<file path="config.mk">
export PLATFORM = sky130hd
export DESIGN_NAME = uart_mmio_tx
export DESIGN_NICKNAME = d
export VERILOG_FILES = /design/src/rtl/uart_mmio_tx.sv
export SDC_FILE = /design/constraint.sdc
export NUM_CORES = 1
export LEC_CHECK = 0
export CAP_MARGIN = 15
export CORE_ASPECT_RATIO = 1.4
export CORE_MARGIN = 2
export CORE_UTILIZATION = 42
export CTS_BUF_LIST = sky130_fd_sc_hd__clkbuf_8 sky130_fd_sc_hd__clkbuf_16
export DETAILED_ROUTE_END_ITERATION = 8
export GPL_TIMING_DRIVEN = 0
export PLACE_DENSITY = 0.82
export SKIP_CTS_REPAIR_TIMING = 1
export SYNTH_ARGS = -nofsm -noshare
export SYNTH_HDL_FRONTEND = slang
export SYNTH_SLANG_ARGS = --single-unit
</file>
<file path="constraint.sdc">
create_clock -name clk -period 2.43 [get_ports clk]
set_input_delay 0.243 -clock clk [delete_from_list [all_inputs] [get_ports clk]]
set_output_delay 0.243 -clock clk [all_outputs]
set_load 0.02 [all_outputs]
</file>
<file path="src/rtl/uart_mmio_tx.sv">
// Memory-mapped 8N1 UART transmitter: TXDATA/STATUS registers on a simple store bus,
// a one-byte holding register in front of a start/data/stop shifter.
module uart_mmio_tx #(
  parameter logic [31:0] BASE_ADDR    = 32'h1001_0000,
  parameter logic [15:0] CLKS_PER_BIT = 16'd434
) (
  input  logic        clk,
  input  logic        rst,
  input  logic [31:0] HADDR,
  input  logic [31:0] HWDATA,
  input  logic        MemWrite,
  output logic [31:0] HRDATA,
  output logic        tx,
  output logic        tx_busy
);

  typedef enum logic [1:0] {IDLE, START, DATA, STOP} state_e;

  state_e      state_q;
  logic [7:0]  hold_q, hold_d;
  logic        hold_full_q, hold_full_d;
  logic        ovf_q, ovf_d;
  logic [7:0]  shift_q;
  logic [15:0] baud_q;
  logic [2:0]  bit_q;
  logic        tx_q;

  logic wr_data, wr_status, drain, accept, overflow, baud_done;
  logic unused_hwdata;

  assign wr_data       = MemWrite && (HADDR == BASE_ADDR);
  assign wr_status     = MemWrite && (HADDR == BASE_ADDR + 32'd4);
  assign drain         = (state_q == IDLE) && hold_full_q;
  // A write that lands while the holding byte is being drained is accepted.
  assign accept        = wr_data && (!hold_full_q || drain);
  assign overflow      = wr_data && hold_full_q && !drain;
  assign baud_done     = (baud_q == CLKS_PER_BIT - 16'd1);
  assign unused_hwdata = ^HWDATA[31:8];

  // NOTE: combinational next-state logic uses blocking '=' with a default on every
  // path (no latches); the clocked block below uses only non-blocking '<='.
  always_comb begin
    hold_d      = hold_q;
    hold_full_d = hold_full_q;
    ovf_d       = ovf_q;
    if (drain) hold_full_d = 1'b0;
    if (accept) begin
      hold_d      = HWDATA[7:0];
      hold_full_d = 1'b1;
    end
    if (wr_status && HWDATA[2]) ovf_d = 1'b0;
    if (overflow) ovf_d = 1'b1;
  end

  always_ff @(posedge clk) begin
    if (rst) begin
      state_q     <= IDLE;
      hold_q      <= 8'h00;
      hold_full_q <= 1'b0;
      ovf_q       <= 1'b0;
      shift_q     <= 8'h00;
      baud_q      <= 16'd0;
      bit_q       <= 3'd0;
      tx_q        <= 1'b1;
    end else begin
      hold_q      <= hold_d;
      hold_full_q <= hold_full_d;
      ovf_q       <= ovf_d;
      case (state_q)
        IDLE: begin
          baud_q <= 16'd0;
          bit_q  <= 3'd0;
          tx_q   <= 1'b1;
          if (hold_full_q) begin
            shift_q <= hold_q;
            state_q <= START;
            tx_q    <= 1'b0;
          end
        end
        START: begin
          if (baud_done) begin
            baud_q  <= 16'd0;
            state_q <= DATA;
            tx_q    <= shift_q[0];
          end else begin
            baud_q <= baud_q + 16'd1;
          end
        end
        DATA: begin
          if (baud_done) begin
            baud_q <= 16'd0;
            if (bit_q == 3'd7) begin
              state_q <= STOP;
              tx_q    <= 1'b1;
            end else begin
              bit_q <= bit_q + 3'd1;
              tx_q  <= shift_q[bit_q + 3'd1];
            end
          end else begin
            baud_q <= baud_q + 16'd1;
          end
        end
        STOP: begin
          // Leaving STOP always passes through exactly one IDLE cycle.
          if (baud_done) begin
            baud_q  <= 16'd0;
            state_q <= IDLE;
          end else begin
            baud_q <= baud_q + 16'd1;
          end
        end
        default: state_q <= IDLE;
      endcase
    end
  end

  always_comb begin
    HRDATA = 32'b0;
    if (HADDR == BASE_ADDR + 32'd4)
      HRDATA = {29'b0, ovf_q, hold_full_q, state_q != IDLE};
    else if (HADDR == BASE_ADDR)
      HRDATA = {24'b0, hold_q};
  end

  assign tx      = tx_q;
  assign tx_busy = hold_full_q || (state_q != IDLE);

endmodule

</file>
# Yosys cells after proc, flatten, opt, wreduce, memory -nomap -nowiden
# Cells that the tools add are included.
classes:
  addsub: 2
  n_lt_le_gt_ge: 1
  n_eq_ne: 13
  muxes: 24
  reduce_logical: 22
ops:
  columns: ["cell", "count"]
  rows:
  - ["$eq A32 B29 Y1 const B", 2]
  - ["$pmux W16 S2", 1]
  - ["$add A16 B1 Y16 const B", 1]
  - ["$eq A16 B9 Y1 const B", 1]
  - ["$mux W16", 1]
  - ["$mux W8", 2]
  - ["$ne A2 B2 Y1 const B", 6]
  - ["$mux W2", 5]
  - ["$mux W1", 9]
  - ["$pmux W2 S4", 1]
  - ["$reduce_bool A2 Y1", 4]
  - ["$logic_and A1 B1 Y1", 7]
  - ["$mux W3", 2]
  - ["$pmux W3 S2", 1]
  - ["$reduce_and A3 Y1", 2]
  - ["$reduce_and A5 Y1", 1]
  - ["$eq A2 B2 Y1 const B", 2]
  - ["$lt A3 B4 Y1 const B", 1]
  - ["$add A3 B1 Y3 const B", 1]
  - ["$bmux W1 S3", 1]
  - ["$eq A3 B3 Y1 const B", 1]
  - ["$pmux W1 S3", 1]
  - ["$reduce_bool A3 Y1", 1]
  - ["$reduce_or A3 Y1", 1]
  - ["other kinds (5)", 7]
word_totals:
  register_bits: 40
  output_inout_bits: 34

# Depth between registers and ports, before layout
# Gate-level depths: netlist (run 1).
logic_depth:
  word_depth: 6
  ltp_mapped: 8

# Worst setup path after synthesis (run 1)
# OpenSTA, ideal clock, no wires.
synth_path:
  path_type: "register to register"
  startpoint: "register baud_q[11]"
  endpoint: "register bit_q[0]"
  arrival_ns: 1.886
  slack_ns: 0.474
  stages_incl_launch_ff: 5
  synth_period_minus_slack_ns: 1.956
  path_cell_list: "dfxtp_1 > or4_4 > or4_4 > or3_1 > a21oi_1"
synth_between:
  elab_chain_cells: 3
synth_rtl:
  columns: ["item", "line_no", "text"]
  rows:
  - ["start: declaration", "24", "logic [15:0] baud_q;"]
  - ["start signal: assignment", "86", "baud_q <= baud_q + 16'd1;"]
  - ["start signal: assignment", "100", "baud_q <= baud_q + 16'd1;"]
  - ["start signal: assignment", "109", "baud_q <= baud_q + 16'd1;"]
  - ["$eq A16 B9 Y1", "37", "assign baud_done = (baud_q == CLKS_PER_BIT - 16'd1);"]
  - ["$ne A2 B2 Y1 (no source line)", null, null]
  - ["$reduce_and A3 Y1 (no source line)", null, null]
  - ["end signal: assignment", "96", "bit_q <= bit_q + 3'd1;"]
  - ["end: declaration", "25", "logic [2:0] bit_q;"]
# No other way between the ends.
# A chain may end at the register's enable or synchronous reset.

# Worst setup path after layout (run 1)
layout_path:
  startpoint: "input HADDR[5]"
  endpoint: "output HRDATA[3]"
layout_between:
  elab_chain_cells: 3
layout_rtl:
  columns: ["item", "line_no", "text"]
  rows:
  - ["start: declaration", "9", "input logic [31:0] HADDR,"]
  - ["$eq A32 B29 Y1", "121", "else if (HADDR == BASE_ADDR)"]
  - ["$mux W8", "121", null]
  - ["$mux W8 (*)", "119", "if (HADDR == BASE_ADDR + 32'd4)"]
  - ["end: declaration", "12", "output logic [31:0] HRDATA,"]
# Every way passes the cells marked *; elsewhere a longest branch is shown, timed or not.

==> results of run 1 <==
synth_stat cells, drive strengths merged:
| library cell | count |
|---|---|
| a21oi | 21 |
| a221o | 1 |
| a221oi | 1 |
| a22o | 3 |
| a22oi | 1 |
| a32oi | 1 |
| and2 | 5 |
| and3 | 1 |
| and4 | 2 |
| buf | 26 |
| clkbuf | 10 |
| conb | 1 |
| dfxtp | 40 |
| ha | 8 |
| inv | 11 |
| mux2i | 2 |
| mux4 | 2 |
| nand2 | 15 |
| nand2b | 5 |
| nand3 | 16 |
| nand4 | 15 |
| nor2 | 22 |
| nor3 | 6 |
| nor3b | 1 |
| nor4 | 12 |
| nor4b | 1 |
| o211ai | 4 |
| o21ai | 1 |
| o221a | 1 |
| o31ai | 8 |
| o32ai | 1 |
| o41ai | 1 |
| or2 | 1 |
| or3 | 2 |
| or3b | 1 |
| or4 | 3 |
| xnor2 | 13 |
| xor2 | 1 |
routing by layer:
metal / vias to the layer above / track usage, % / share of wire (%) / wire (um)
met3: 5 / 4.364 / 5.3 / 284
met5: - / 0 / 0 / 0
met2: 70 / 35.94 / 57 / 3053
met4: 0 / 5.208 / 1.0 / 56
li1: 1081 / - / - / -
met1: 943 / 18.99 / 37 / 1970
cells by family after synthesis:
family | Yosys count
and+or+nand+nor | 108
xor gates and xnor gates | 14
muxes | 4
AOI/OAI and AO/OA | 44
DFF | 40
other | 1
buffers and inverters | 47
adders and majority gates | 8
critical path, cell delays in order:
cell and delay (ns):
clkdlybuf4s50_1 0.43, nor4_2 0.33, nand4_1 0.22, nor3_4 0.36, buf_4 0.17, and2_1 0.12
dlymetal6s2s_1 0.22
area by class of cell:
type / count / area [sq um] / share of cell area (%)
clock buffers: 5 / 68.82 / 2.224
repair buffers: 52 / 530.5 / 17.15
plain buffers: 36 / 232.7 / 7.521
multi-input cells: 202 / 1325 / 42.82
clock inverters: 2 / 12.51 / 0.4044
flip-flops and latches: 40 / 800.8 / 25.88
inverters: 11 / 41.29 / 1.334
well taps: 66 / 82.58 / 2.669
cells in the final DEF (no fill, tap or decap), types with 8 or more instances in the layout:
cell	instances
clkdlybuf4s50_1	43
ha_1	8
nor2_1	22
a21oi_1	21
nand3_1	16
dfxtp_1	40
conb_1	24
nand4_1	15
xnor2_1	13
inv_1	11
o31ai_1	8
buf_4	25
nand2_1	15
state kept, by name (all words and copies together), names as in the netlist:
| register | flops |
|---|---|
| shift_q | 8 |
| hold_q | 8 |
| state_q | 2 |
| tx | 1 |
| bit_q | 3 |
| hold_full_q | 1 |
| baud_q | 16 |
| ovf_q | 1 |
stage by stage:
step                      hold slack, ns  instance area (sq um)
final                             0.3567                   3094
after global routing              0.4032                   3094
after CTS                         0.3592                   3000
after detailed placement          0.4547                   2919
after global placement            0.4411                   2919
after floorplan                   0.3973                   2326
worst max path at each step:
stage,start,endpoint,slack (ns),cells past startpoint
2_1_floorplan,baud_q[11],bit_q[0],0.47,4
3_3_place_gp,HADDR[1],HRDATA[1],-0.59,6
3_5_place_dp,HADDR[1],HRDATA[2],-0.54,6
4_1_cts,HADDR[1],HRDATA[0],-0.56,6
5_1_grt,HADDR[5],HRDATA[1],-0.05,7
6_report,HADDR[5],HRDATA[3],0.10,7
power breakdown:
group	switching (mW)	internal, mW
sequential	0.0130	0.670
combinational	0.183	0.170
clock	0.225	0.194
total	0.421	1.03
==> flow_summary.json, run 1 <==
{
  "status": "complete, no violations",
  "synth_compound_area_share_pct": 12.96,
  "grt_usage_pct": 18.61,
  "fin_ws_ns": 0.1048,
  "fin_total_pwr_mw": 1.456,
  "dieArea_sq_um": 5941,
  "fill_cells": 455,
  "max_slew_margin_pct": 65.28,
  "synth_warnings": 0,
  "die_y_um": 90.40,
  "period_share_pct": 95.69,
  "crit_type": "primary input to primary output",
  "totalWireLength_mm": 5.363,
  "worstSkewPairLatency_ns": 0.29,
  "grt_pass1_wl_mm": 8.949,
  "critPathCaptureType": "primary output",
  "drive_above_1_share_pct": 15.52,
  "cts_tree": "built",
  "leakage_nw": 1.227,
  "slew_viol_final": 0,
  "die_w_um": 65.72,
  "fin_cells": 414,
  "synth_top_area_share_pct": 35.75,
  "pin_count": 101,
  "timing.max_cap.violations": 0,
  "cts.htree.levels": 2,
  "grt_max_degree": 13,
  "synthAdderAreaFrac_pct": 4.469,
  "synthCells": 266,
  "cts.clk_slew.worst_paths_ns": 0.07,
  "gp_congestion": 0.8123,
  "synth_mux_area_share_pct": 2.905,
  "tns_ns": 0,
  "vias_per_cell": 5.070,
  "finalCriticalPeriod_ns": 2.325,
  "core_area_sq_um": 5159,
  "final_nets": 423,
  "placedCellCount": 406,
  "hold_start": "rst",
  "vdd_ir_drop_max_uv": 220.6,
  "synth_area_leader_cell": "dfxtp_1",
  "synth_xor_xnor_area_share_pct": 5.475,
  "synth_cell_types": 42,
  "root_buffer": "clkbuf_8",
  "min_to": "state_q[0]",
  "area_delta_synth_final_pct": 38.16,
  "dp_slack_ns": -0.5387,
  "setup_violations": 0,
  "arrival_ns": 2.08,
  "ant_nets": 0,
  "initial_core_util_pct": 43.41,
  "floorplan.rows": 31,
  "diodes": 0,
  "powerDensity_nw_per_um2": 470.4,
  "synth.area.top_cells": "dfxtp_1, buf_4, xnor2_1, a21oi_1, ha_1",
  "gr-total-overflow": 0,
  "antenna_found_initial": 0,
  "ys_ff_latch": 40,
  "worstMarginPinSlew_ns": 0.5208,
  "synth_top_family_by_area": "simple AND/OR/NAND/NOR gates",
  "synthSimpleGateAreaFrac_pct": 26.26,
  "port_buffers": 51,
  "dp_hpwl_mm": 4.075,
  "vias": 2099,
  "rr_worst_depth": 7,
  "r2r_end": "baud_q[10]",
  "drc_errors": 0,
  "hold_violations": 0,
  "skew_ns": 0.006510,
  "hp-class": "primary input to flop",
  "r2r_slack_ns": 0.28,
  "syn-cell-area_sq_um": 2240,
  "cts_buffers": 5,
  "fmax_mhz": 430.1,
  "synth-seq-area-share_pct": 35.75,
  "startpoint_type": "primary input",
  "finish.utilization_pct": 59.98,
  "cts_sinks": 40,
  "min_path_cells": 2,
  "drt-wirelength-per-cell_um": 12.95,
  "syn_area_per_cell_sq_um": 8.420,
  "drtIter0Drc": 61,
  "cp_max_fo": 7,
  "r2r_start": "baud_q[0]",
  "first_pass_iters": 4,
  "cp.required_ns": 2.19,
  "grt_pass1_vias": 2117,
  "clockBufferDepth": 2
}
(Power assumes the default switching activity.)
==> inputs of run 2 (changes only) <==
Settings changed: ABC_AREA from default to 1, CORE_UTILIZATION 42 to 44, HOLD_SLACK_MARGIN from default to 0.02.
==> run 2 against run 1 <==
Non-clock buffer count decreased by 6. Hold slack better by 0.12 ns. Cell area grew 10%. Sequential power is 1% higher. Sequential cell count unchanged. Clock power is 13% higher. Critical path depth stayed put. Synthesized area is 16% higher. Largest power group unchanged.
==> flow_summary.json, run 2 <==
{
  "core_area_sq_um": 5781,
  "switchingPower_mw": 0.4969,
  "clock_power_share_pct": 29.6,
  "grt_pass1_vias": 2479,
  "internal_power_mw": 1.100,
  "cp_max_fo": 8,
  "fin_cells": 552,
  "path_buf_inv": 2,
  "period_share_pct": 88.96,
  "setup_violations": 0,
  "first_pass_iters": 4,
  "async_flop_share_pct": 0,
  "fin_ws_ns": 0.2683,
  "hold_violations": 0,
  "skew_ns": 0.005193,
  "regMostFlops": "baud_q",
  "dieArea_sq_um": 6543,
  "gr-total-overflow": 0,
  "port_buffers": 52,
  "synth_cell_types": 30,
  "antenna_found_initial": 0,
  "hp-class": "flop to flop",
  "syn_area_per_cell_sq_um": 6.510,
  "synth_edf_count": 0,
  "placedCellCount": 544,
  "die_w_um": 68.94,
  "cpMaxStageDelayCell": "clkdlybuf4s50_1",
  "drive_above_1_share_pct": 13.49,
  "cts_tree": "built",
  "fmax_mhz": 462.6,
  "initial_core_util_pct": 44.94,
  "largest_reg_flops": 16,
  "vias_per_cell": 4.714,
  "totalWireLength_mm": 5.699,
  "cts_sinks": 40,
  "gp_congestion": 0.8875,
  "synth_area_leader_cell": "dfxtp_1",
  "synth_warnings": 0,
  "post-synth-top-count-cell": "nand2_1",
  "leakage_nw": 1.591,
  "die_y_um": 94.91,
  "crit_type": "primary input to primary output",
  "ys_dominant_reg_cell": "dfxtp_1",
  "cp.required_ns": 2.19,
  "final_common_cell": "nand2_1",
  "power_frac_comb_pct": 27.0,
  "rsz0062_at_grt": "false",
  "ant_nets": 0,
  "vias": 2602,
  "worstSkewPairLatency_ns": 0.30,
  "final_nets": 556,
  "fin_total_pwr_mw": 1.597,
  "cts_buffers": 5,
  "top_regs": "baud_q: 16 flops, hold_q: 8 flops, shift_q: 8 flops",
  "grt_pass1_wl_mm": 9.798,
  "arrival_ns": 1.92,
  "drtIter0Drc": 93,
  "powerDensity_nw_per_um2": 467.1,
  "status": "complete, no violations",
  "synthCells": 399,
  "finalCriticalPeriod_ns": 2.162,
  "critPathCaptureType": "primary output",
  "path_cells": "clkdlybuf4s50_1, nor2_1, nand3_1, nor3b_4, nand3_2, o21ai_0, dlymetal6s2s_1",
  "syn-cell-area_sq_um": 2597,
  "root_buffer": "clkbuf_8",
  "drt-wirelength-per-cell_um": 10.32,
  "floorplan.rows": 33,
  "switching_share_pct": 31.12,
  "pin_count": 101,
  "dp_slack_ns": -0.1498,
  "diodes": 0,
  "holdWs_ns": 0.4725,
  "grt_usage_pct": 19.04,
  "drc_errors": 0,
  "dp_hpwl_mm": 4.672,
  "area_delta_synth_final_pct": 31.60,
  "vdd_ir_drop_max_uv": 409.5,
  "cts.clk_slew.worst_paths_ns": 0.08,
  "ys_ff_latch": 40,
  "cpPeakStageDelay_ns": 0.45,
  "slew_viol_final": 0,
  "seqPwrFrac_pct": 43.4,
  "timing.max_cap.violations": 0,
  "startpoint_type": "primary input",
  "synth_top_cells_by_count": "nand2_1, nor2_1, inv_1",
  "tns_ns": 0,
  "synth-seq-area-share_pct": 30.83,
  "synth_top_area_share_pct": 30.83,
  "layout_common_cells": "nand2_1, nor2_1, inv_1, clkdlybuf4s50_1, dfxtp_1",
  "grt_max_degree": 14,
  "cts.htree.levels": 2,
  "critPathTopFamily": "simple AND/OR/NAND/NOR gates",
  "synth.area.top_cells": "dfxtp_1, nand2_1, nor2_1, inv_1, buf_4",
  "clockBufferDepth": 2
}
-- run 2: cell count changes after synthesis, sizes merged, moves of 8 or more --
cell	previous run	this run
inv	11	60
o21ai	1	15
nand2	15	81
xnor2	13	0
o31ai	8	0
nor4	12	0
nand3	16	26
nor2	22	78
clkbuf	10	2
-- run 2: power groups by stage --
stage | registers, mW | clock network (mW) | logic, mW
3_3_place_gp | 0.707 | 0 | 0.419
3_5_place_dp | 0.708 | 0 | 0.427
6_report | 0.692 | 0.472 | 0.432
2_1_floorplan | 0.714 | 0 | 0.263
5_1_grt | 0.697 | 0.499 | 0.481
4_1_cts | 0.693 | 0.476 | 0.429
-- run 2: final cells by class --
class | instances | area, sq um
Buffer | 30 | 220.2
Clock buffer | 6 | 82.58
Clock inverter | 2 | 15.01
Fill cell | 539 | 2362
Inverter | 61 | 229.0
Multi-Input combinational cell | 291 | 1443
Sequential cell | 40 | 800.8
Tap cell | 70 | 87.58
Timing Repair Buffer | 52 | 540.5
-- run 2: kinds of logic (layout without fill, tap and decap cells) --
kind of cell	Yosys count	in the layout	synth area share, %
buf+inv	91	151	17.29
simple gates	219	219	39.69
flops	40	40	30.83
fa+ha+maj	8	8	3.854
compound gates	40	40	8.189
other cells	1	24	0.1444
-- run 2: worst paths after layout --
check / startpoint / end / slack (ns) / depth (start not counted)
worst max register to register: state_q[0] / hold_q[7] / 0.68 / 8
worst max-delay path: HADDR[3] / HRDATA[1] / 0.27 / 7
worst min register to register: baud_q[0] / baud_q[0] / 0.47 / 1
worst min-delay path: baud_q[0] / baud_q[0] / 0.47 / 1
-- run 2: metrics by stage --
step	area (sq um)	util, %
floorplan	2684	-
global placement	3292	56.95
detailed placement	3292	56.95
CTS	3390	58.64
global route	3418	59.13
finish	3418	59.13
-- run 2: routing by layer --
layer  part of all wire, %  GRT usage (%)  vias up
li1                      -              -     1374
met1                    38          19.20     1147
met2                    56          36.78       67
met3                   4.4          4.172       14
met4                   1.8          6.373        0
met5                     0              0        -
==> inputs of run 3 (changes only) <==
Settings changed: CAP_MARGIN 15 to 20, CORE_ASPECT_RATIO 1.4 to 0.9.
==> run 3 against run 2 <==
Routed wire length rose by 9.2%. Die area is 0.12% lower. Via count is 0.58% higher. Maximum frequency increased by 3.5%. Register-to-register slack lost 0.02 ns. Critical path type unchanged.
==> flow_summary.json, run 3 (synthesis gave the netlist of run 2 again) <==
{
  "status": "complete, no violations",
  "cp.required_ns": 2.19,
  "fin_area_sq_um": 3443,
  "cts.clk_slew.worst_paths_ns": 0.08,
  "slew_viol_final": 0,
  "path_cells": "clkdlybuf4s50_1, nor2_1, nand3_1, nor3b_4, nand3_4, o21ai_0, dlymetal6s2s_1",
  "area_delta_synth_final_pct": 32.56,
  "hp-class": "flop to flop",
  "diodes": 0,
  "drc_errors": 0,
  "cp_max_fo": 8,
  "r2r_start": "state_q[0]",
  "drt-wirelength-per-cell_um": 11.26,
  "dr.max_layer_used": "met4",
  "rsz0062_at_grt": "false",
  "cts_tree": "built",
  "vias_per_cell": 4.732,
  "grt_pass1_vias": 2520,
  "powerDensity_nw_per_um2": 483.5,
  "die_w_um": 84.99,
  "min_path_cells": 2,
  "grt_max_degree": 13,
  "cts_buffers": 5,
  "regMostFlops": "baud_q",
  "core_area_sq_um": 5693,
  "finish.utilization_pct": 60.48,
  "layout_common_cells": "nand2_1, nor2_1, inv_1, clkdlybuf4s50_1, dfxtp_1",
  "die_y_um": 76.89,
  "vias": 2617,
  "ant_nets": 0,
  "first_pass_iters": 4,
  "hold_violations": 0,
  "fmax_mhz": 479.0,
  "cpMaxStageDelayCell": "clkdlybuf4s50_1",
  "dp_hpwl_mm": 4.863,
  "drive_above_1_share_pct": 13.46,
  "initial_core_util_pct": 45.63,
  "totalWireLength_mm": 6.225,
  "hold_start": "ovf_q",
  "period_share_pct": 85.92,
  "fin_ws_ns": 0.3423,
  "gp_congestion": 0.8219,
  "crit_type": "primary input to primary output",
  "final_nets": 557,
  "antenna_found_initial": 0,
  "gr-total-overflow": 0,
  "grt_pass1_wl_mm": 10.54,
  "setup_violations": 0,
  "vdd_ir_drop_max_uv": 374.3,
  "worstSkewPairLatency_ns": 0.31,
  "cts_sinks": 40,
  "holdWs_ns": 0.4735,
  "met1Wirelength_mm": 2.603,
  "r2r_slack_ns": 0.66,
  "final_common_cell": "nand2_1",
  "root_buffer": "clkbuf_8",
  "cpPeakStageDelay_ns": 0.45,
  "fill_cells": 537,
  "startpoint_type": "primary input",
  "rr_worst_depth": 8,
  "critPathCaptureType": "primary output",
  "dpl_cell_area_sq_um": 3292,
  "arrival_ns": 1.84,
  "leakage_nw": 1.612,
  "dieArea_sq_um": 6535,
  "drtIter0Drc": 131,
  "skew_ns": 0.01045,
  "r2r_end": "hold_q[5]",
  "dp_slack_ns": -0.1063,
  "min_to": "ovf_q",
  "port_buffers": 52,
  "pin_count": 101,
  "met3_length_um": 415,
  "grt_usage_pct": 19.51,
  "clockBufferDepth": 2,
  "top_regs": "baud_q: 16 flops, hold_q: 8 flops, shift_q: 8 flops",
  "cts.htree.levels": 2,
  "floorplan.rows": 26,
  "timing.max_cap.violations": 0,
  "largest_reg_flops": 16,
  "finalCriticalPeriod_ns": 2.088,
  "wl_met2_mm": 3.027
}
run 3: layer usage:
layer	GRT usage [%]	vias up
li1	-	1386
met1	22.51	1137
met2	32.97	76
met3	4.413	18
met4	10.95	0
met5	0	-
run 3: worst max path at each step:
stage | start | end | slack, ns | depth (start not counted)
floorplan | HADDR[8] | HRDATA[0] | 0.83 | 5
CTS | HADDR[3] | HRDATA[2] | -0.11 | 7
global placement | HADDR[3] | HRDATA[1] | -0.07 | 7
detailed placement | HADDR[3] | HRDATA[2] | -0.11 | 7
global route | HADDR[3] | HRDATA[1] | 0.23 | 7
finish | HADDR[3] | HRDATA[0] | 0.34 | 7
run 3: worst max-delay path: cells and delay by family:
family,cells,cell delay (ns)
AND/OR/NAND/NOR,4,0.69
buffers and inverters,2,0.72
AO/OA/AOI/OAI,1,0.19
run 3: final cells by class:
class	count	area [sq um]	share of cell area (%)
Clock inverter	3	38.79	1.126
Buffer	30	220.2	6.395
Timing Repair Buffer	53	548.0	15.92
Tap cell	70	87.58	2.544
Clock buffer	5	68.82	1.999
Sequential cell	40	800.8	23.26
Inverter	61	229.0	6.650
Multi-Input combinational cell	291	1450	42.11
run 3: power by group:
group | internal [mW] | switching [mW]
sequential | 0.676 | 0.0163
clock | 0.301 | 0.241
combinational | 0.194 | 0.237
run 3: metrics by stage:
step	power (mW)	cells	setup TNS [ns]
after global placement	1.123	544	-0.1986
after floorplan	0.9775	422	0
after CTS	1.669	552	-0.3331
after detailed placement	1.135	544	-0.3144
after global routing	1.739	553	0
final	1.665	553	0
